**config.mk**
```make
export PLATFORM = sky130hd
export DESIGN_NAME = mem_arbiter
export DESIGN_NICKNAME = d
export VERILOG_FILES = /design/src/rtl/mem_arbiter.sv
export SDC_FILE = /design/constraint.sdc
export NUM_CORES = 1
export LEC_CHECK = 0
export ABC_CLOCK_PERIOD_IN_PS = 2000
export BUFFER_PORTS_ARGS = -buffer_cell sky130_fd_sc_hd__clkbuf_2
export CAP_MARGIN = 10
export CORE_AREA = 2 2 175 177
export DETAILED_ROUTE_END_ITERATION = 16
export DIE_AREA = 0 0 177 179
export GPL_ROUTABILITY_DRIVEN = 0
export SYNTH_ARGS = -nofsm -noshare
export SYNTH_HDL_FRONTEND = slang
export SYNTH_SLANG_ARGS = --single-unit
```
**constraint.sdc**
```tcl
create_clock -name clock -period 2 [get_ports clock]
set_input_delay 0.1 -clock clock [delete_from_list [all_inputs] [get_ports clock]]
set_output_delay 0.1 -clock clock [all_outputs]
set_load 0.005 [all_outputs]
```
**src/rtl/mem_arbiter.sv**
```systemverilog
// Two-requester (IFU/LSU) arbiter and sequencer for a single-port memory with read timeout.
// Optional round-robin grant between requesters when MEM_ARB_RR_EN is defined.
module mem_arbiter #(
  parameter int unsigned ADDR_W  = 32,
  parameter int unsigned DATA_W  = 64,
  parameter int unsigned TIMEOUT = 16
) (
  input  logic                  clock,
  input  logic                  reset,
  input  logic                  ifu_req_valid,
  output logic                  ifu_req_ready,
  input  logic [ADDR_W-1:0]     ifu_req_addr,
  output logic                  ifu_resp_valid,
  output logic [DATA_W-1:0]     ifu_resp_data,
  output logic                  ifu_resp_err,
  input  logic                  lsu_req_valid,
  output logic                  lsu_req_ready,
  input  logic [ADDR_W-1:0]     lsu_req_addr,
  input  logic                  lsu_req_wen,
  input  logic [DATA_W-1:0]     lsu_req_wdata,
  input  logic [DATA_W/8-1:0]   lsu_req_wmask,
  output logic                  lsu_resp_valid,
  output logic [DATA_W-1:0]     lsu_resp_data,
  output logic                  lsu_resp_err,
  output logic                  mem_ren,
  output logic [ADDR_W-1:0]     mem_addr,
  input  logic [DATA_W-1:0]     mem_rdata,
  input  logic                  mem_rvalid,
  output logic                  mem_wen,
  output logic [DATA_W-1:0]     mem_wdata,
  output logic [DATA_W/8-1:0]   mem_wmask
);

  localparam int unsigned CNT_W = 8;
  localparam logic OWNER_IFU = 1'b0;
  localparam logic OWNER_LSU = 1'b1;

  typedef enum logic [1:0] {IDLE, WAIT_RD, WR_ACK} state_t;

  state_t           state_q, state_d;
  logic             owner_q, owner_d;
  logic [CNT_W-1:0] cnt_q, cnt_d;
  logic             prefer_lsu;
  logic             grant_lsu, grant_ifu;

`ifdef MEM_ARB_RR_EN
  logic last_q, last_d;

  // On contention, favour whichever requester did not win last time.
  assign prefer_lsu = (last_q == OWNER_IFU);
`else
  assign prefer_lsu = 1'b1;
`endif

  always_ff @(posedge clock) begin
    if (reset) begin
      state_q <= IDLE;
      owner_q <= OWNER_IFU;
      cnt_q   <= '0;
`ifdef MEM_ARB_RR_EN
      last_q  <= OWNER_IFU;
`endif
    end else begin
      state_q <= state_d;
      owner_q <= owner_d;
      cnt_q   <= cnt_d;
`ifdef MEM_ARB_RR_EN
      last_q  <= last_d;
`endif
    end
  end

  // Next state and combinational outputs; everything stays 0 while reset is held.
  always_comb begin
    state_d        = state_q;
    owner_d        = owner_q;
    cnt_d          = cnt_q;
    ifu_req_ready  = 1'b0;
    lsu_req_ready  = 1'b0;
    ifu_resp_valid = 1'b0;
    ifu_resp_data  = '0;
    ifu_resp_err   = 1'b0;
    lsu_resp_valid = 1'b0;
    lsu_resp_data  = '0;
    lsu_resp_err   = 1'b0;
    mem_ren        = 1'b0;
    mem_wen        = 1'b0;
    mem_addr       = '0;
    mem_wdata      = '0;
    mem_wmask      = '0;
    grant_lsu      = lsu_req_valid && (!ifu_req_valid || prefer_lsu);
    grant_ifu      = ifu_req_valid && !grant_lsu;
`ifdef MEM_ARB_RR_EN
    last_d         = last_q;
`endif

    if (!reset) begin
      case (state_q)
        IDLE: begin
          if (grant_lsu) begin
            lsu_req_ready = 1'b1;
            mem_addr      = lsu_req_addr;
            mem_wdata     = lsu_req_wdata;
            mem_wmask     = lsu_req_wmask;
            owner_d       = OWNER_LSU;
            if (lsu_req_wen) begin
              mem_wen = 1'b1;
              state_d = WR_ACK;
            end else begin
              mem_ren = 1'b1;
              cnt_d   = CNT_W'(1);
              state_d = WAIT_RD;
            end
`ifdef MEM_ARB_RR_EN
            last_d = OWNER_LSU;
`endif
          end else if (grant_ifu) begin
            ifu_req_ready = 1'b1;
            mem_addr      = ifu_req_addr;
            mem_ren       = 1'b1;
            owner_d       = OWNER_IFU;
            cnt_d         = CNT_W'(1);
            state_d       = WAIT_RD;
`ifdef MEM_ARB_RR_EN
            last_d = OWNER_IFU;
`endif
          end
        end
        WAIT_RD: begin
          if (mem_rvalid) begin
            if (owner_q == OWNER_LSU) begin
              lsu_resp_valid = 1'b1;
              lsu_resp_data  = mem_rdata;
            end else begin
              ifu_resp_valid = 1'b1;
              ifu_resp_data  = mem_rdata;
            end
            state_d = IDLE;
          end else if (cnt_q == CNT_W'(TIMEOUT)) begin
            if (owner_q == OWNER_LSU) begin
              lsu_resp_valid = 1'b1;
              lsu_resp_err   = 1'b1;
            end else begin
              ifu_resp_valid = 1'b1;
              ifu_resp_err   = 1'b1;
            end
            state_d = IDLE;
          end else begin
            cnt_d = cnt_q + CNT_W'(1);
          end
        end
        WR_ACK: begin
          lsu_resp_valid = 1'b1;
          state_d        = IDLE;
        end
        default: state_d = IDLE;
      endcase
    end
  end

endmodule

```
==> summary.txt <==
Run status
  – Run status: finished clean

STA
  – Setup repair after global routing missed its margin: true
  – Clock period minus worst slack: 1.93 ns
  – Hold Fails Final Rpt: 0
  – Max Clk Rate: 0.518 GHz
  – Worst-Margin Slew: 0.522 ns
  – Setup_tns: 0 ns
  – Final Setup Violations: 0
  – Headroom to the max-slew limit: 64.8%
  – Clk_skew: 0.00285 ns
  – Period utilisation layout: 96.6%
  – Minimum setup slack in the final design: 0.0677 ns
  – Final slew viol count: 0

Critical path
  – Critical register-to-register path endpoint: cnt_q[5]$_SDFFE_PP0P_
  – CP endpoint kind: output pin
  – Worst Reg-to-Reg Cells: 6
  – Launch instance of the worst register-to-register path: cnt_q[0]$_SDFFE_PP0P_
  – Worst setup path class: flop to output pin
  – Launching element type of the critical path: flop
  – Arrival time worst endpoint: 1.83 ns
  – Crit-path max FO: 8
  – CP required: 1.90 ns
  – Worst-case register-to-register setup slack: 0.31 ns

Cells and area
  – Area overhead of the layout relative to synthesis: 121%
  – Layout cells sized above 1: 62.1%
  – Final #Nets: 1011
  – Inserted Diodes: 0

Power and ir drop
  – Leakage power of the design: 3.18 nW
  – Share of power burned in combinational logic: 58.1%
  – Part of the power in registers: 16.9%
  – Cell Int Power: 0.959 mW
  – Power density normalized to cell area: 262 mW/mm^2
  – Proportion of power drawn by the clock network: 24.9%
  – Post-route total power: 1.47 mW
  – Switching share of power: 34.7%
  – Maximum resistive drop on vdd: 0.242 mV
  – Net switching power: 0.509 mW

GRT
  – Number of global-route vias before repair: 3521
  – Largest net degree at the start of global routing: 70
  – Overall overflow remaining after global route: 0
  – Antenna violations before repair: 0
  – Global-route wire length before repair: 19400 um
  – Total GRT Usage: 7.83%

Yosys
  – Ys Warns: 0
  – Dominant synthesized flop cell: dfxtp_1
  – Synth Area per Inst: 7.05 um^2
  – Fraction of the yosys area taken by sequential cells: 8.67%
  – Async set or reset register ratio after synthesis: 0%
  – Area share of the largest cell type after synthesis: 50.3%
  – Count of state elements after synthesis: 11
  – Count of flip-flops with a built-in enable after synthesis: 0
  – Synth area leader: and2_1
  – Biggest area contributors in the synthesized netlist: and2_1, a22o_1, dfxtp_1
  – Netlist area before placement: 0.00254 mm^2
  – Number of cells produced by synthesis: 360
  – Net count after synthesis: 571
  – Yosys cell types: 47

Worst hold path
  – Hold path startpoint: ifu_req_valid
  – WHS Endpoint: owner_q$_SDFFE_PP0P_
  – Number of instances on the worst hold path: 4
  – HP Class: primary input to flop

Floorplan
  – Area of the die: 0.0317 mm^2
  – Y dimension of the die: 179 um
  – Num ports: 446
  – Initial core utilization: 8.45%
  – Horizontal die dimension: 177 um
  – Core area: 0.0300 mm^2
  – Total number of placement rows: 64

Flow run
  – Number of maximum-capacitance constraint violations: 0

Clock network
  – Cell at the root of the clock tree: clkbuf_16
  – Max clock buf depth: 2
  – Clock insertion delay at the later pin of the skew report: 0.24 ns
  – Clock tree from TritonCTS: done
  – Sink Count: 11
  – Count of H-tree levels built during CTS: 1
  – Num CTS Buffers: 3
  – Clock-pin slew reported for the worst setup and hold paths after clock tree synthesis: 0.04 ns

Routing
  – Drt initial violations: 202
  – Wire length per cell: 13.1 um
  – Overall routed net length: 15600 um
  – Number of nets with antenna violations after detailed routing: 0
  – Via density per instance: 3.58
  – Total via count after detailed routing: 4275
  – DRC viols: 0
  – Initial DRT Pass Iterations: 5

Placed design
  – Worst setup slack after placement: 0.150 ns
  – Detailed placement HPWL: 12500 um
  – Number of buffer cells added on primary ports: 445
==> worst max-delay path, stage by stage (launching register included) <==
cell and delay [ns]:
dfxtp_2 0.33, inv_4 0.08, ha_4 0.16, and2b_2 0.20
nand2_2 0.09, nor2_4 0.18, buf_12 0.15, clkbuf_16 0.15
and2_4 0.13, buf_2 0.11
==> logic make-up after synthesis <==
logic type / synth area share [%]
and+or+nand+nor: 61.8
AOI/OAI and AO/OA: 19.6
buffers and inverters: 7.49
DFF: 8.67
adders and majority gates: 2.46
==> power by group through the flow <==
| stage | sequential [mW] | combinational [mW] | clock (mW) |
|---|---|---|---|
| 4_1_cts | 0.245 | 0.819 | 0.374 |
| 3_3_place_gp | 0.248 | 0.794 | 0 |
| 6_report | 0.248 | 0.854 | 0.366 |
| 3_5_place_dp | 0.249 | 0.802 | 0 |
| 2_1_floorplan | 0.245 | 0.334 | 0 |
| 5_1_grt | 0.251 | 0.933 | 0.387 |
==> registers in the layout, indices dropped and copies added (netlist names) <==
signal   cells
cnt_q        8
owner_q      1
state_q      2
==> metrics by stage <==
stage / hold WS (ns) / instance area (um^2) / cells / utilization [%]
6_report: 0.182 / 5610 / 1195 / 18.7
5_1_grt: 0.205 / 5610 / 1195 / 18.7
4_1_cts: 0.183 / 5370 / 1184 / 17.9
3_5_place_dp: 0.428 / 5250 / 1178 / 17.5
3_3_place_gp: 0.420 / 5250 / 1178 / 17.5
2_1_floorplan: 0.235 / 2540 / 360 / -
==> layer usage <==
metal,part of all wire [%],vias to the layer above,track usage (%),routed length [um]
li1,-,2085,-,-
met1,39,1957,9.34,6160
met2,51,226,14.8,8030
met3,8.8,7,1.48,1380
met4,0.43,0,0.999,67
met5,0,-,0,0
==> cell usage after synthesis (2+ instances only) <==
| cell type | instances |
|---|---|
| nand4_1 | 2 |
| nand2_1 | 6 |
| inv_1 | 7 |
| o21a_1 | 3 |
| o31ai_1 | 4 |
| clkbuf_1 | 7 |
| buf_4 | 2 |
| clkbuf_2 | 6 |
| a22o_1 | 32 |
| dfxtp_1 | 11 |
| ha_1 | 5 |
| nor2b_1 | 5 |
| buf_2 | 15 |
| o21ai_1 | 2 |
| a31oi_1 | 2 |
| and2_1 | 204 |
| nor3_1 | 5 |
| nor2_1 | 3 |
| a21oi_1 | 2 |
| o41ai_1 | 5 |
| nand2b_1 | 3 |
| nand3_1 | 3 |
| o21ai_0 | 2 |
==> area by class of cell <==
| type | count | area, um^2 |
|---|---|---|
| clock buffers | 4 | 78.8 |
| fillers | 3408 | 24400 |
| flip-flops and latches | 11 | 223 |
| multi-input cells | 311 | 2190 |
| well taps | 396 | 495 |
| inverters | 8 | 46.3 |
| repair buffers | 465 | 2580 |
==> worst max path at each step <==
stage	from	to	slack, ns	cells past startpoint
2_1_floorplan	cnt_q[0]$_SDFFE_PP0P_	cnt_q[5]$_SDFFE_PP0P_	0.46	6
3_3_place_gp	state_q[0]$_SDFFE_PP0P_	mem_addr[26]	0.20	6
3_5_place_dp	state_q[0]$_SDFFE_PP0P_	mem_addr[30]	0.15	6
4_1_cts	state_q[0]$_SDFFE_PP0P_	mem_addr[22]	0.005	7
5_1_grt	state_q[1]$_SDFFE_PP0P_	lsu_resp_data[42]	-0.03	9
6_report	state_q[1]$_SDFFE_PP0P_	lsu_resp_data[41]	0.07	9
==> timing repair <==
action / in CTS / in global routing
setup endpoints to repair: 94 / 151
gates resized for setup: 2 / 41
cloned: 1 / 5
pin swaps: 1 / 3
hold buffers: 0 / 0
setup buffers: 1 / 6
==> cell usage in the layout, fill, tap and decap left out, drive strengths merged, types with 2 or more instances in the layout <==
cell	synthesis	final
clkbuf	13	435
and2	204	204
buf	17	33
a22o	32	32
dfxtp	11	11
inv	7	7
nor3	7	7
nand2	6	6
nor2b	5	5
o41ai	5	5
ha	5	5
o21ai	5	5
o31ai	4	4
nor2	4	4
nand2b	3	3
o21a	3	3
nand3	3	3
a31oi	2	2
a21oi	2	2
nand4	2	2
or3	2	2
nor3b	2	2
o211a	2	2
No activity file was read; power rests on OpenSTA's default activity.
